[src/rtl/mem_port_arbiter_pkg.sv]
// -----------------------------------------------------------------------------
// mem_port_arbiter_pkg
//   Shared encodings for the IF/MEM memory-port arbiter: FSM state codes,
//   grant owner codes, the full-word byte-enable constant used for fetches,
//   and the round-robin grant selection helper.
//
//   Contents:
//     arb_state_t  : ARB_IDLE, ARB_IF_BUSY, ARB_MEM_BUSY, ARB_DONE
//     arb_grant_t  : ARB_GRANT_IF, ARB_GRANT_MEM
//     SEL_WORD     : byte enables for a full 32-bit fetch
//     pick_grant() : winner selection among pending requests in IDLE
// -----------------------------------------------------------------------------
package mem_port_arbiter_pkg;

   typedef enum logic [1:0] {
      ARB_IDLE     = 2'd0,
      ARB_IF_BUSY  = 2'd1,
      ARB_MEM_BUSY = 2'd2,
      ARB_DONE     = 2'd3
   } arb_state_t;

   typedef enum logic {
      ARB_GRANT_IF  = 1'b0,
      ARB_GRANT_MEM = 1'b1
   } arb_grant_t;

   localparam logic [3:0] SEL_WORD = 4'hF;

   // Round-robin: on a conflict the side that was NOT served last wins.
   // Only meaningful when at least one request is high.
   function automatic arb_grant_t pick_grant(
      input logic       if_req,
      input logic       mem_req,
      input arb_grant_t last_grant
   );
      if (if_req && mem_req) begin
         return (last_grant == ARB_GRANT_IF) ? ARB_GRANT_MEM : ARB_GRANT_IF;
      end else if (mem_req) begin
         return ARB_GRANT_MEM;
      end else begin
         return ARB_GRANT_IF;
      end
   endfunction

endpackage

[src/rtl/mem_port_arbiter_watchdog.sv]
// -----------------------------------------------------------------------------
// arb_watchdog
//   Bus transaction watchdog for the memory-port arbiter. Counts BUSY cycles
//   since the last grant and flags expiry on the TIMEOUT_CYCLES-th busy cycle,
//   so the arbiter can abandon a transaction whose ack never arrives.
//   Instantiated by mem_port_arbiter only when ARB_TIMEOUT_EN is defined.
//
//   Ports:
//     clk       in   clock
//     rst       in   asynchronous reset, active-high
//     i_clear   in   grant made this cycle; restart the count
//     i_busy    in   arbiter is in a BUSY state this cycle
//     o_expire  out  this busy cycle is the last one allowed (combinational)
// -----------------------------------------------------------------------------
module arb_watchdog #(
   parameter int TIMEOUT_CYCLES = 255
) (
   input  logic clk,
   input  logic rst,
   input  logic i_clear,
   input  logic i_busy,
   output logic o_expire
);

   // Wide enough to hold TIMEOUT_CYCLES itself: the count may step one past
   // the expiry value when ack and expiry land on the same cycle.
   localparam int CNT_W = $clog2(TIMEOUT_CYCLES + 1);
   localparam logic [CNT_W-1:0] LAST_CNT = CNT_W'(TIMEOUT_CYCLES - 1);

   logic [CNT_W-1:0] r_cnt;

   always_ff @(posedge clk or posedge rst) begin
      if (rst) begin
         r_cnt <= '0;
      end else if (i_clear) begin
         r_cnt <= '0;
      end else if (i_busy) begin
         r_cnt <= r_cnt + 1'b1;
      end
   end

   // r_cnt holds the number of busy cycles already elapsed, so the value
   // TIMEOUT_CYCLES-1 marks the TIMEOUT_CYCLES-th busy cycle.
   assign o_expire = i_busy && (r_cnt == LAST_CNT);

endmodule

[src/rtl/mem_port_arbiter.sv]
// -----------------------------------------------------------------------------
// mem_port_arbiter
//   Shares one single-ported memory bus between the IF-stage fetch and the
//   MEM-stage load/store. Each granted request becomes one bus transaction
//   (bus_req held until bus_ack); the read data is returned to the owner with
//   a one-cycle rdy pulse. Conflicts are resolved round-robin. Every
//   transaction ends with a single DONE cycle so the pipeline can retire the
//   request before requests are sampled again in IDLE.
//
//   A branch redirect (if_flush) during an IF transaction marks it dropped:
//   the bus access still completes, but no if_rdy is issued and if_rdata is
//   left unchanged.
//
//   Optional feature macro: ARB_TIMEOUT_EN
//     Defined   : a watchdog abandons a transaction after TIMEOUT_CYCLES busy
//                 cycles without bus_ack; bus_err pulses, owner gets rdata=0
//                 and an rdy pulse (unless dropped).
//     Undefined : BUSY waits indefinitely for bus_ack; bus_err tied 0.
//
//   Ports:
//     clk, rst                     clock, async active-high reset
//     if_req/if_addr/if_flush      fetch request, pc, branch redirect
//     if_rdy/if_rdata              fetch data valid pulse, instruction
//     mem_req/we/sel/addr/wdata    load/store request
//     mem_rdy/mem_rdata            data access done pulse, load data
//     stallreq_if/stallreq_mem     combinational stall requests
//     bus_req/we/sel/addr/wdata    memory bus command (registered)
//     bus_ack/bus_rdata            memory bus completion and read data
//     bus_err                      watchdog timeout pulse
// -----------------------------------------------------------------------------
module mem_port_arbiter
   import mem_port_arbiter_pkg::*;
#(
   parameter int ADDR_W         = 32,
   parameter int DATA_W         = 32,
   parameter int TIMEOUT_CYCLES = 255
) (
   input  logic              clk,
   input  logic              rst,
   // fetch side
   input  logic              if_req,
   input  logic [ADDR_W-1:0] if_addr,
   input  logic              if_flush,
   output logic              if_rdy,
   output logic [DATA_W-1:0] if_rdata,
   // load/store side
   input  logic              mem_req,
   input  logic              mem_we,
   input  logic [3:0]        mem_sel,
   input  logic [ADDR_W-1:0] mem_addr,
   input  logic [DATA_W-1:0] mem_wdata,
   output logic              mem_rdy,
   output logic [DATA_W-1:0] mem_rdata,
   // stall requests to stall_control
   output logic              stallreq_if,
   output logic              stallreq_mem,
   // memory bus
   output logic              bus_req,
   output logic              bus_we,
   output logic [3:0]        bus_sel,
   output logic [ADDR_W-1:0] bus_addr,
   output logic [DATA_W-1:0] bus_wdata,
   input  logic              bus_ack,
   input  logic [DATA_W-1:0] bus_rdata,
   output logic              bus_err
);

   arb_state_t  r_state;
   arb_state_t  w_next_state;
   arb_grant_t  r_last_grant;
   arb_grant_t  w_owner;
   logic        r_drop;

   logic        w_grant_if;
   logic        w_grant_mem;
   logic        w_complete;    // bus_ack accepted in a BUSY state
   logic        w_timeout;     // watchdog gave up on the transaction
   logic        w_finish;      // transaction ends this cycle (ack or timeout)
   logic        w_set_drop;
   logic        w_drop_eff;
   logic        w_expire;
   logic [DATA_W-1:0] w_fin_data;

   // ---------------------------------------------------------------------------
   // State register
   // ---------------------------------------------------------------------------
   // NOTE: clocked state uses non-blocking assignments so every flop samples
   // the pre-edge value of its inputs regardless of block ordering.
   always_ff @(posedge clk or posedge rst) begin
      if (rst) begin
         r_state <= ARB_IDLE;
      end else begin
         r_state <= w_next_state;
      end
   end

   // ---------------------------------------------------------------------------
   // Next-state and transaction control
   // ---------------------------------------------------------------------------
   // NOTE: every output of this block is given a default first, so no path
   // through the case can leave a signal unassigned and infer a latch.
   always_comb begin
      w_next_state = r_state;
      w_grant_if   = 1'b0;
      w_grant_mem  = 1'b0;
      w_complete   = 1'b0;
      w_timeout    = 1'b0;
      w_set_drop   = 1'b0;

      case (r_state)
         ARB_IDLE: begin
            if (if_req || mem_req) begin
               if (pick_grant(if_req, mem_req, r_last_grant) == ARB_GRANT_MEM) begin
                  w_grant_mem  = 1'b1;
                  w_next_state = ARB_MEM_BUSY;
               end else begin
                  w_grant_if   = 1'b1;
                  // A redirect in the grant cycle already makes this fetch stale.
                  w_set_drop   = if_flush;
                  w_next_state = ARB_IF_BUSY;
               end
            end
         end

         ARB_IF_BUSY: begin
            w_set_drop = if_flush;
            if (bus_ack) begin
               w_complete   = 1'b1;
               w_next_state = ARB_DONE;
            end else if (w_expire) begin
               w_timeout    = 1'b1;
               w_next_state = ARB_DONE;
            end
         end

         ARB_MEM_BUSY: begin
            if (bus_ack) begin
               w_complete   = 1'b1;
               w_next_state = ARB_DONE;
            end else if (w_expire) begin
               w_timeout    = 1'b1;
               w_next_state = ARB_DONE;
            end
         end

         ARB_DONE: begin
            // One dead cycle: requests are ignored so the pipeline can drop
            // the req that was just answered before IDLE samples again.
            w_next_state = ARB_IDLE;
         end

         default: begin
            w_next_state = ARB_IDLE;
         end
      endcase
   end

   assign w_owner    = (r_state == ARB_MEM_BUSY) ? ARB_GRANT_MEM : ARB_GRANT_IF;
   assign w_finish   = w_complete | w_timeout;
   // A flush arriving in the same cycle as the ack still cancels the fetch.
   assign w_drop_eff = r_drop | ((r_state == ARB_IF_BUSY) & if_flush);
   // A timed-out transaction returns zero data.
   assign w_fin_data = w_complete ? bus_rdata : '0;

   // ---------------------------------------------------------------------------
   // Bus command, response data and round-robin history
   // ---------------------------------------------------------------------------
   always_ff @(posedge clk or posedge rst) begin
      if (rst) begin
         bus_req      <= 1'b0;
         bus_we       <= 1'b0;
         bus_sel      <= '0;
         bus_addr     <= '0;
         bus_wdata    <= '0;
         if_rdy       <= 1'b0;
         if_rdata     <= '0;
         mem_rdy      <= 1'b0;
         mem_rdata    <= '0;
         r_last_grant <= ARB_GRANT_IF;
      end else begin
         if_rdy  <= 1'b0;
         mem_rdy <= 1'b0;

         if (w_grant_if) begin
            bus_req   <= 1'b1;
            bus_we    <= 1'b0;
            bus_sel   <= SEL_WORD;
            bus_addr  <= if_addr;
            bus_wdata <= '0;
         end else if (w_grant_mem) begin
            bus_req   <= 1'b1;
            bus_we    <= mem_we;
            bus_sel   <= mem_sel;
            bus_addr  <= mem_addr;
            bus_wdata <= mem_wdata;
         end

         // Command fields are left as-is after completion; only bus_req
         // carries meaning outside a transaction.
         if (w_finish) begin
            bus_req      <= 1'b0;
            r_last_grant <= w_owner;
            if (w_owner == ARB_GRANT_MEM) begin
               mem_rdata <= w_fin_data;
               mem_rdy   <= 1'b1;
            end else if (!w_drop_eff) begin
               if_rdata  <= w_fin_data;
               if_rdy    <= 1'b1;
            end
         end
      end
   end

   // Drop flag: set by a redirect, consumed by the end of the IF transaction.
   always_ff @(posedge clk or posedge rst) begin
      if (rst) begin
         r_drop <= 1'b0;
      end else if (w_finish) begin
         r_drop <= 1'b0;
      end else if (w_set_drop) begin
         r_drop <= 1'b1;
      end
   end

   // ---------------------------------------------------------------------------
   // Stall requests: hold the stage until its rdy pulse
   // ---------------------------------------------------------------------------
   assign stallreq_if  = if_req  & ~if_rdy;
   assign stallreq_mem = mem_req & ~mem_rdy;

   // ---------------------------------------------------------------------------
   // Optional bus watchdog
   // ---------------------------------------------------------------------------
`ifdef ARB_TIMEOUT_EN
   logic w_busy;
   logic r_bus_err;

   assign w_busy = (r_state == ARB_IF_BUSY) || (r_state == ARB_MEM_BUSY);

   arb_watchdog #(
      .TIMEOUT_CYCLES (TIMEOUT_CYCLES)
   ) u_watchdog (
      .clk      (clk),
      .rst      (rst),
      .i_clear  (w_grant_if | w_grant_mem),
      .i_busy   (w_busy),
      .o_expire (w_expire)
   );

   always_ff @(posedge clk or posedge rst) begin
      if (rst) begin
         r_bus_err <= 1'b0;
      end else begin
         r_bus_err <= w_timeout;
      end
   end

   assign bus_err = r_bus_err;
`else
   logic w_unused_timeout;

   assign w_expire         = 1'b0;
   assign bus_err          = 1'b0;
   assign w_unused_timeout = (TIMEOUT_CYCLES == 0);
`endif

endmodule

[config.mk]
export PLATFORM = sky130hd
export DESIGN_NAME = mem_port_arbiter
export DESIGN_NICKNAME = d
export VERILOG_FILES = /design/src/rtl/mem_port_arbiter_pkg.sv /design/src/rtl/mem_port_arbiter_watchdog.sv /design/src/rtl/mem_port_arbiter.sv
export SDC_FILE = /design/constraint.sdc
export NUM_CORES = 1
export LEC_CHECK = 0
export ABC_AREA = 1
export BUFFER_PORTS_ARGS = -buffer_cell sky130_fd_sc_hd__buf_2
export CORE_MARGIN = 3
export CORE_UTILIZATION = 47
export DETAILED_ROUTE_END_ITERATION = 16
export HOLD_SLACK_MARGIN = 0.03
export PLACE_DENSITY_LB_ADDON = 0.12
export SLEW_MARGIN = 20
export SYNTH_ARGS = -nofsm -noshare
export SYNTH_HDL_FRONTEND = slang
export SYNTH_SLANG_ARGS = --single-unit
[constraint.sdc]
create_clock -name clk -period 5.45 [get_ports clk]
set_input_delay 0.2725 -clock clk [delete_from_list [all_inputs] [get_ports clk]]
set_output_delay 0.2725 -clock clk [all_outputs]
set_load 0.01 [all_outputs]
==> impl_metrics.env, run 1 <==
export IMPL_outcome="completed"
export IMPL_first_global_vias=5201
export IMPL_fmax_ghz=0.4358
export IMPL_final_setup_worst_slack_ns=3.155
export IMPL_ff_latch_area_um2=3503
export IMPL_overflow=0
export IMPL_fp_dieW_um=117.9
export IMPL_irDropWorstVdd_uv=316.5
export IMPL_relSlewSlack=0.3203
export IMPL_ys_seq_area_frac=0.5957
export IMPL_die_h_um=117.9
export IMPL_design_core_area_um2=12110
export IMPL_ys_ff_latch=140
export IMPL_rsz0062_at_grt="no"
export IMPL_ys_flop_type="dfrtp_1"
export IMPL_final_max_slew_viol_count=0
export IMPL_detail_route_antenna_nets=0
export IMPL_htreeDepth=4
export IMPL_synthesis_nets=813
export IMPL_row_count=40
export IMPL_die_area_um2=13890
export IMPL_fill_cells=1062
export IMPL_syn_area_per_cell_um2=8.764
export IMPL_grt_use_total=0.2292
export IMPL_period_share=0.4210
export IMPL_end_kind="register"
export IMPL_hold_ws_ns=0.05558
export IMPL_crit_top_cell="inv_1"
export IMPL_multiInputGateArea_um2=1866
export IMPL_dp_slack_ns=3.173
export IMPL_clock_sinks=140
export IMPL_first_pass_iters=4
export IMPL_yosys_area_top_type_share=0.5957
export IMPL_cp_slowest_stage_delay_ns=0.58
export IMPL_clkTransAtPathRegs_ns=0.06
export IMPL_antenna_found_initial=0
export IMPL_synth_distinct_cells=20
export IMPL_clk_latency_ns=0.41
export IMPL_cts_root_buffer="clkbuf_16"
export IMPL_layout_min_cycle_time_ns=2.295
export IMPL_hp_start="mem_wdata[10]"
export IMPL_drv_cap=0
export IMPL_setup_viol=0
export IMPL_worst_pin_slew_ns=1.016
export IMPL_ioPinCount=278
export IMPL_initial_utilization=0.4855
export IMPL_path_cells="inv_1 > ha_1 > inv_1 > nor2_8 > inv_2 > nand2_1 > nand3_1"
export IMPL_dp_hpwl_mm=11.22
export IMPL_setup_tns_ns=0
export IMPL_p_leak_nw=4.574
export IMPL_cp_max_fo=62
export IMPL_finClkSkew_ns=0.004077
export IMPL_path_class="reg -> reg"
export IMPL_grt_max_degree=84
export IMPL_cp_start_kind="register"
export IMPL_drc=0
export IMPL_wl_per_cell_um=14.32
export IMPL_design_area_um2=7905
export IMPL_synthCells=671
export IMPL_routed_wl_mm=15.93
export IMPL_cp_startpoint="r_state[0]"
export IMPL_clockBufferDepth=2
export IMPL_synthesis_area_um2=5881
export IMPL_yosys_top_cells_area="dfrtp_1 60%, nand2_1 15%, nand3_1 5.7%, o21ai_0 4.8%, inv_1 4.7%"
export IMPL_yosys_cell_count_top_type="nand2_1"
export IMPL_numCtsBuffers=17
export IMPL_first_iter_violations=266
export IMPL_place_congestion=0.8354
export IMPL_cts_tree="done"
export IMPL_vias_per_cell=4.729
export IMPL_synth_top_area_cell="dfrtp_1"
export IMPL_arrival_ns=2.58
export IMPL_num_nets_final=1073
export IMPL_synth_common_cells="240 x nand2_1, 140 x dfrtp_1, 74 x inv_1"
export IMPL_synth_edf_count=0
export IMPL_syn2layout_area_growth_pct=34.43
export IMPL_worstReg2RegStart="r_state[0]"
export IMPL_placedInstanceArea_um2=7253
export IMPL_yosysWarningCount=0
export IMPL_dr_total_vias=5259
export IMPL_async_reset_ff_frac=1.000
export IMPL_cts_setup_buffers=0
export IMPL_cellPowerDensity_nw_per_um2=594.9
export IMPL_hold_class="in -> reg"
export IMPL_r2r_setup_slack_ns=3.16
export IMPL_critPathRequiredTime_ns=5.74
export IMPL_cp_slowest_cell="nor2_8"
export IMPL_finalHoldViolCount=0
export IMPL_grt_pass1_wl_mm=25.42
export IMPL_port_buffers=276
export IMPL_drive_above_1_share=0.3362
==> worst max-delay path, delay by kind of cell, from the launching register on <==
family,cells,cell delay [ns]
adders and majority gates,1,0.21
buffers and inverters,3,0.71
DFF,1,0.40
and+or+nand+nor,3,0.85
==> through the flow <==
| stage | util | std cells | power (W) |
|---|---|---|---|
| floorplan | - | 671 | 0.002825 |
| global placement | 0.5989 | 1079 | 0.003454 |
| detailed placement | 0.5989 | 1079 | 0.003517 |
| CTS | 0.6518 | 1111 | 0.004742 |
| finish | 0.6527 | 1112 | 0.004703 |
| global route | 0.6525 | 1111 | 0.005054 |
==> registers in the layout (all words and copies together), names as in the netlist, 2 cells and up <==
name / count
bus_wdata: 32
bus_addr: 32
r_state: 2
if_rdata: 32
bus_sel: 4
mem_rdata: 32
==> report_power, final <==
group | internal, W | switching [W]
clock | 0.000801 | 0.000404
combinational | 0.000668 | 0.00108
sequential | 0.00151 | 0.000238
total | 0.00298 | 0.00172
==> path summary, 6_finish.rpt <==
path | to | cells after the start
hold / removal | bus_wdata[10] | 3
setup / recovery | bus_addr[0] | 7
min in group asynchronous | bus_wdata[22] | 3
max in group asynchronous | bus_wdata[23] | 4
setup reg to reg | bus_addr[0] | 7
hold reg to reg | bus_wdata[10] | 2
==> area by class of cell <==
class                      count  area share
timing repair buffer         278      0.1774
clock buffer                  25     0.06648
tap                          168     0.02659
multi-input combinational    418      0.2360
clock inverter                 6     0.01330
antenna                        1   0.0003166
sequential                   140      0.4432
inverter                      76     0.03672
==> layout by cell type (no fill, tap or decap), types with 2 or more instances in the layout <==
cell type  count
nand2_1      238
a21oi_1        3
clkbuf_8       7
ha_1           3
nand2_2        3
inv_1         73
buf_2        276
inv_2          2
dfrtp_1      140
clkinv_2       3
o21ai_1       13
clkbuf_16     17
nand3_1       67
o21ai_0       56
or2_1         22
bufinv_16      3
nor2_1         8
==> layer usage <==
metal  part of all wire  global-route usage
met1               0.40              0.2690
met4              0.025             0.09084
met5                  0                   0
met3              0.087             0.08025
met2               0.49              0.3863
==> repair_timing <==
item	CTS	global route
hold buffers	1	0
hold endpoints to repair	57	0
resized for setup	0	0
==> logic make-up (layout without fill, tap and decap cells) <==
| kind of cell | after synthesis | in the layout | synth area share |
|---|---|---|---|
| and+or+nand+nor | 342 | 342 | 0.2472 |
| buffers and inverters | 113 | 385 | 0.08872 |
| AOI/OAI and AO/OA | 72 | 72 | 0.06128 |
| other | 1 | 2 | 0.0006377 |
| adders and majority gates | 3 | 3 | 0.006384 |
| DFF | 140 | 140 | 0.5957 |
(Power assumes the default switching activity.)
==> run 2: changes to the inputs <==
- CORE_UTILIZATION: 47 -> 42
- clock period: 5.45 -> 1.9 ns (I/O delays scaled with it)
==> impl_metrics.env, run 2 (synthesis gave the netlist of run 1 again) <==
export IMPL_layout_commonest_cell="buf_2"
export IMPL_rr_endpoint="bus_wdata[18]"
export IMPL_vias_per_cell=4.620
export IMPL_path_buf_inv=3
export IMPL_clkTransAtPathRegs_ns=0.06
export IMPL_finClkSkew_ns=0.006974
export IMPL_numCtsBuffers=17
export IMPL_cp_slowest_cell="dfrtp_1"
export IMPL_relSlewSlack=0.5416
export IMPL_wl_per_cell_um=14.15
export IMPL_grt_pass1_wl_mm=29.53
export IMPL_place_congestion=0.8067
export IMPL_dp_hpwl_mm=11.66
export IMPL_hp_start="mem_addr[20]"
export IMPL_first_iter_violations=391
export IMPL_row_count=42
export IMPL_design_core_area_um2=13450
export IMPL_die_area_um2=15460
export IMPL_critPathRequiredTime_ns=2.25
export IMPL_clkPwrFrac=0.270
export IMPL_cts_resized=0
export IMPL_detail_route_antenna_nets=0
export IMPL_drv_cap=0
export IMPL_critPathTopFamily="buffers and inverters"
export IMPL_irDropWorstVdd_uv=802.5
export IMPL_p_leak_nw=5.209
export IMPL_finalHoldViolCount=0
export IMPL_antenna_found_initial=0
export IMPL_dr_total_vias=5821
export IMPL_design_area_um2=9403
export IMPL_final_cell_mix="276 x buf_2, 238 x nand2_1, 140 x dfrtp_1"
export IMPL_r2r_setup_slack_ns=0.28
export IMPL_clock_sinks=140
export IMPL_clockBufferDepth=2
export IMPL_cts_setup_buffers=0
export IMPL_num_nets_final=1213
export IMPL_worstReg2RegStart="r_state[1]"
export IMPL_grt_max_degree=66
export IMPL_routed_wl_mm=17.83
export IMPL_path_cells="inv_1 > ha_1 > nand3_1 > inv_2 > buf_4 > nand2_1 > nand2_1"
export IMPL_p_seq_frac=0.350
export IMPL_fill_cells=1062
export IMPL_hold_class="in -> reg"
export IMPL_htreeDepth=4
export IMPL_cts_root_buffer="clkbuf_16"
export IMPL_placedInstanceArea_um2=7465
export IMPL_setup_tns_ns=0
export IMPL_period_share=0.8545
export IMPL_hold_depth=5
export IMPL_initial_utilization=0.4371
export IMPL_port_buffers=276
export IMPL_p_int_w=0.009228
export IMPL_p_sw_frac=0.3550
export IMPL_comb_power_share=0.380
export IMPL_dp_slack_ns=0.3013
export IMPL_ioPinCount=278
export IMPL_die_h_um=124.3
export IMPL_switchingPower_w=0.005080
export IMPL_drive_above_1_share=0.3093
export IMPL_cp_start_kind="register"
export IMPL_cts_tree="done"
export IMPL_fmax_ghz=0.6159
export IMPL_final_max_slew_viol_count=0
export IMPL_drc=0
export IMPL_end_kind="register"
export IMPL_syn2layout_area_growth_pct=59.89
export IMPL_crit_top_cell="nand2_1"
export IMPL_cellPowerDensity_nw_per_um2=1522
export IMPL_arrival_ns=1.97
export IMPL_cp_max_fo=18
export IMPL_reg2reg_depth=7
export IMPL_path_class="reg -> reg"
export IMPL_cp_slowest_stage_delay_ns=0.39
export IMPL_overflow=0
export IMPL_whs_endpoint="bus_addr[20]"
export IMPL_grt_use_total=0.2339
export IMPL_worst_pin_slew_ns=0.6861
export IMPL_layout_min_cycle_time_ns=1.624
export IMPL_final_setup_worst_slack_ns=0.2764
export IMPL_first_global_vias=5959
export IMPL_outcome="completed"
export IMPL_clk_latency_ns=0.41
export IMPL_place_inst=1104
export IMPL_setup_viol=0
export IMPL_fp_dieW_um=124.3
export IMPL_first_pass_iters=5
export IMPL_final_cells=1260
export IMPL_rsz0062_at_grt="no"
## run 2: what timing repair did
| item | 4_1_cts | 5_1_grt |
|---|---|---|
| endpoints found under the setup margin | 0 | 0 |
| hold endpoints to repair | 156 | 0 |
| hold buffers | 124 | 0 |
## run 2: layer usage
layer / up-vias / GRT usage / part of all wire
li1: 2871 / - / -
met5: - / 0 / 0
met1: 2641 / 0.2934 / 0.41
met4: 0 / 0.1141 / 0.037
met3: 53 / 0.06175 / 0.069
met2: 256 / 0.3763 / 0.48
## run 2: cell type report
cell class,count,area (um^2),share of cell area
Antenna cell,1,2.502,0.0002661
Clock buffer,19,452.9,0.04817
Clock inverter,12,241.5,0.02568
Inverter,76,289.0,0.03074
Multi-Input combinational cell,418,1861,0.1979
Sequential cell,140,3503,0.3726
Tap cell,176,220.2,0.02342
Timing Repair Buffer,418,2833,0.3013
## run 2: worst max path at each step
stage / slack, ns / endpoint / start / cells past startpoint
final: 0.28 / bus_wdata[18] / r_state[1] / 7
after global placement: 0.37 / bus_wdata[28] / r_state[0] / 7
after floorplan: 0.06 / bus_addr[0] / rst / 1
after global routing: 0.07 / bus_wdata[18] / r_state[1] / 7
after detailed placement: 0.30 / bus_wdata[22] / r_state[1] / 7
after CTS: 0.28 / bus_wdata[16] / r_state[1] / 7
## run 2: tightest hold or removal path, cell delays in order
cell     delay (ns)
buf_2          0.07
nand3_1        0.07
nand3_1        0.08
nand2_1        0.05
inv_1          0.05
## run 2: power by group through the flow
| stage | combinational [W] | clock (W) | sequential (W) |
|---|---|---|---|
| 2_1_floorplan | 0.00249 | 0 | 0.00562 |
| 4_1_cts | 0.00548 | 0.00394 | 0.00500 |
| 3_5_place_dp | 0.00527 | 0 | 0.00501 |
| 6_report | 0.00544 | 0.00386 | 0.00501 |
| 3_3_place_gp | 0.00517 | 0 | 0.00500 |
| 5_1_grt | 0.00613 | 0.00410 | 0.00518 |
## run 2: stage by stage
stage | power (W) | utilization | hold slack, ns
2_1_floorplan | 0.008105 | - | 0.2046
3_3_place_gp | 0.01017 | 0.5549 | 0.2392
3_5_place_dp | 0.01028 | 0.5549 | 0.2443
4_1_cts | 0.01442 | 0.6988 | 0.03083
5_1_grt | 0.01540 | 0.6988 | 0.06669
6_report | 0.01431 | 0.6989 | 0.04727
==> run 3: changes to the inputs <==
- MAX_ROUTING_LAYER: default -> met4
==> impl_metrics.env, run 3 (synthesis gave the netlist of run 1 again) <==
export IMPL_design_core_area_um2=13450
export IMPL_clkTransAtPathRegs_ns=0.06
export IMPL_hold_ws_ns=0.04505
export IMPL_grt_use_total=0.2409
export IMPL_p_leak_nw=5.209
export IMPL_place_congestion=0.8185
export IMPL_setup_tns_ns=0
export IMPL_drc=0
export IMPL_vias_per_cell=4.625
export IMPL_final_max_slew_viol_count=0
export IMPL_first_iter_violations=381
export IMPL_detail_route_antenna_nets=0
export IMPL_cellPowerDensity_nw_per_um2=1521
export IMPL_routed_wl_mm=17.78
export IMPL_finalHoldViolCount=0
export IMPL_irDropWorstVdd_uv=801.5
export IMPL_first_pass_iters=7
export IMPL_cts_tree="done"
export IMPL_fill_cells=1062
export IMPL_overflow=0
export IMPL_initial_utilization=0.4371
export IMPL_finClkSkew_ns=0.006648
export IMPL_place_inst=1104
export IMPL_numCtsBuffers=17
export IMPL_relSlewSlack=0.5368
export IMPL_cp_start_kind="register"
export IMPL_num_nets_final=1213
export IMPL_path_cells="inv_1 > ha_1 > nand3_1 > inv_2 > buf_4 > nand2_1 > nand2_1"
export IMPL_port_buffers=276
export IMPL_final_cells=1260
export IMPL_grt_max_degree=66
export IMPL_wl_per_cell_um=14.11
export IMPL_arrival_ns=1.96
export IMPL_htreeDepth=4
export IMPL_drv_cap=0
export IMPL_first_global_vias=5948
export IMPL_cp_slowest_stage_delay_ns=0.39
export IMPL_clock_sinks=140
export IMPL_clockBufferDepth=2
export IMPL_cp_max_fo=18
export IMPL_antenna_found_initial=0
export IMPL_layout_min_cycle_time_ns=1.613
export IMPL_grt_pass1_wl_mm=29.50
export IMPL_outcome="completed"
export IMPL_final_setup_worst_slack_ns=0.2875
export IMPL_path_class="reg -> reg"
export IMPL_ioPinCount=278
export IMPL_die_h_um=124.3
export IMPL_die_area_um2=15460
export IMPL_row_count=42
export IMPL_syn2layout_area_growth_pct=59.89
export IMPL_dr_total_vias=5827
export IMPL_cp_slowest_cell="dfrtp_1"
export IMPL_crit_top_cell="nand2_1"
export IMPL_drive_above_1_share=0.3093
export IMPL_dp_slack_ns=0.3013
export IMPL_cts_root_buffer="clkbuf_16"
export IMPL_period_share=0.8487
export IMPL_rsz0062_at_grt="no"
export IMPL_fp_dieW_um=124.3
export IMPL_cts_resized=0
export IMPL_end_kind="register"
export IMPL_final_cell_mix="276 x buf_2, 238 x nand2_1, 140 x dfrtp_1"
export IMPL_worst_pin_slew_ns=0.6934
export IMPL_fmax_ghz=0.6201
export IMPL_setup_viol=0
export IMPL_layout_commonest_cell="buf_2"
export IMPL_hold_class="in -> reg"
export IMPL_dp_hpwl_mm=11.66
export IMPL_critPathRequiredTime_ns=2.24
export IMPL_clk_latency_ns=0.41
[run 3: per-stage QoR]
stage | util | instance area (um^2) | power (W)
after floorplan | - | 5884 | 0.008105
after global placement | 0.5549 | 7465 | 0.01017
after detailed placement | 0.5549 | 7465 | 0.01028
after CTS | 0.6988 | 9400 | 0.01442
after global routing | 0.6988 | 9400 | 0.01540
final | 0.6989 | 9403 | 0.01430
[run 3: cell type report]
type	count	area [um^2]	share of cell area
Antenna cell	1	2.502	0.0002661
Clock buffer	19	452.9	0.04817
Clock inverter	12	241.5	0.02568
Inverter	76	289.0	0.03074
Multi-Input combinational cell	418	1861	0.1979
Sequential cell	140	3503	0.3726
Tap cell	176	220.2	0.02342
Timing Repair Buffer	418	2833	0.3013
[run 3: worst paths after layout]
path | from | to | slack (ns) | cells past startpoint
max in group asynchronous | rst | if_rdata[10] | 0.94 | 4
max reg2reg | r_state[1] | bus_wdata[18] | 0.29 | 7
min in group asynchronous | rst | mem_rdata[21] | 0.35 | 3
min | mem_addr[20] | bus_addr[20] | 0.05 | 5
max | r_state[1] | bus_wdata[18] | 0.29 | 7
min reg2reg | bus_wdata[24] | bus_wdata[24] | 0.47 | 2
[run 3: worst max-delay path, delay by kind of cell (launching register included)]
| kind | cells | cell delay [ns] |
|---|---|---|
| adders and majority gates | 1 | 0.20 |
| buffers and inverters | 3 | 0.64 |
| DFF | 1 | 0.39 |
| and+or+nand+nor | 3 | 0.31 |
[run 3: per-layer routing]
layer | GRT usage | vias up | wire, um
met3 | 0.05489 | 52 | 1129
met4 | 0.1141 | 0 | 677
li1 | - | 2872 | -
met5 | - | - | 0
met2 | 0.3769 | 258 | 8563
met1 | 0.2979 | 2645 | 7413
[run 3: power by group]
| part | internal, W | switching, W |
|---|---|---|
| clock network | 0.00265 | 0.00121 |
| registers | 0.00433 | 0.000679 |
| logic | 0.00225 | 0.00319 |
| total | 0.00923 | 0.00507 |
[run 3: timing repair]
item / in CTS / in global routing
endpoints found under the hold margin: 156 / 0
buffers inserted: 0 / 0
hold buffers: 124 / 0
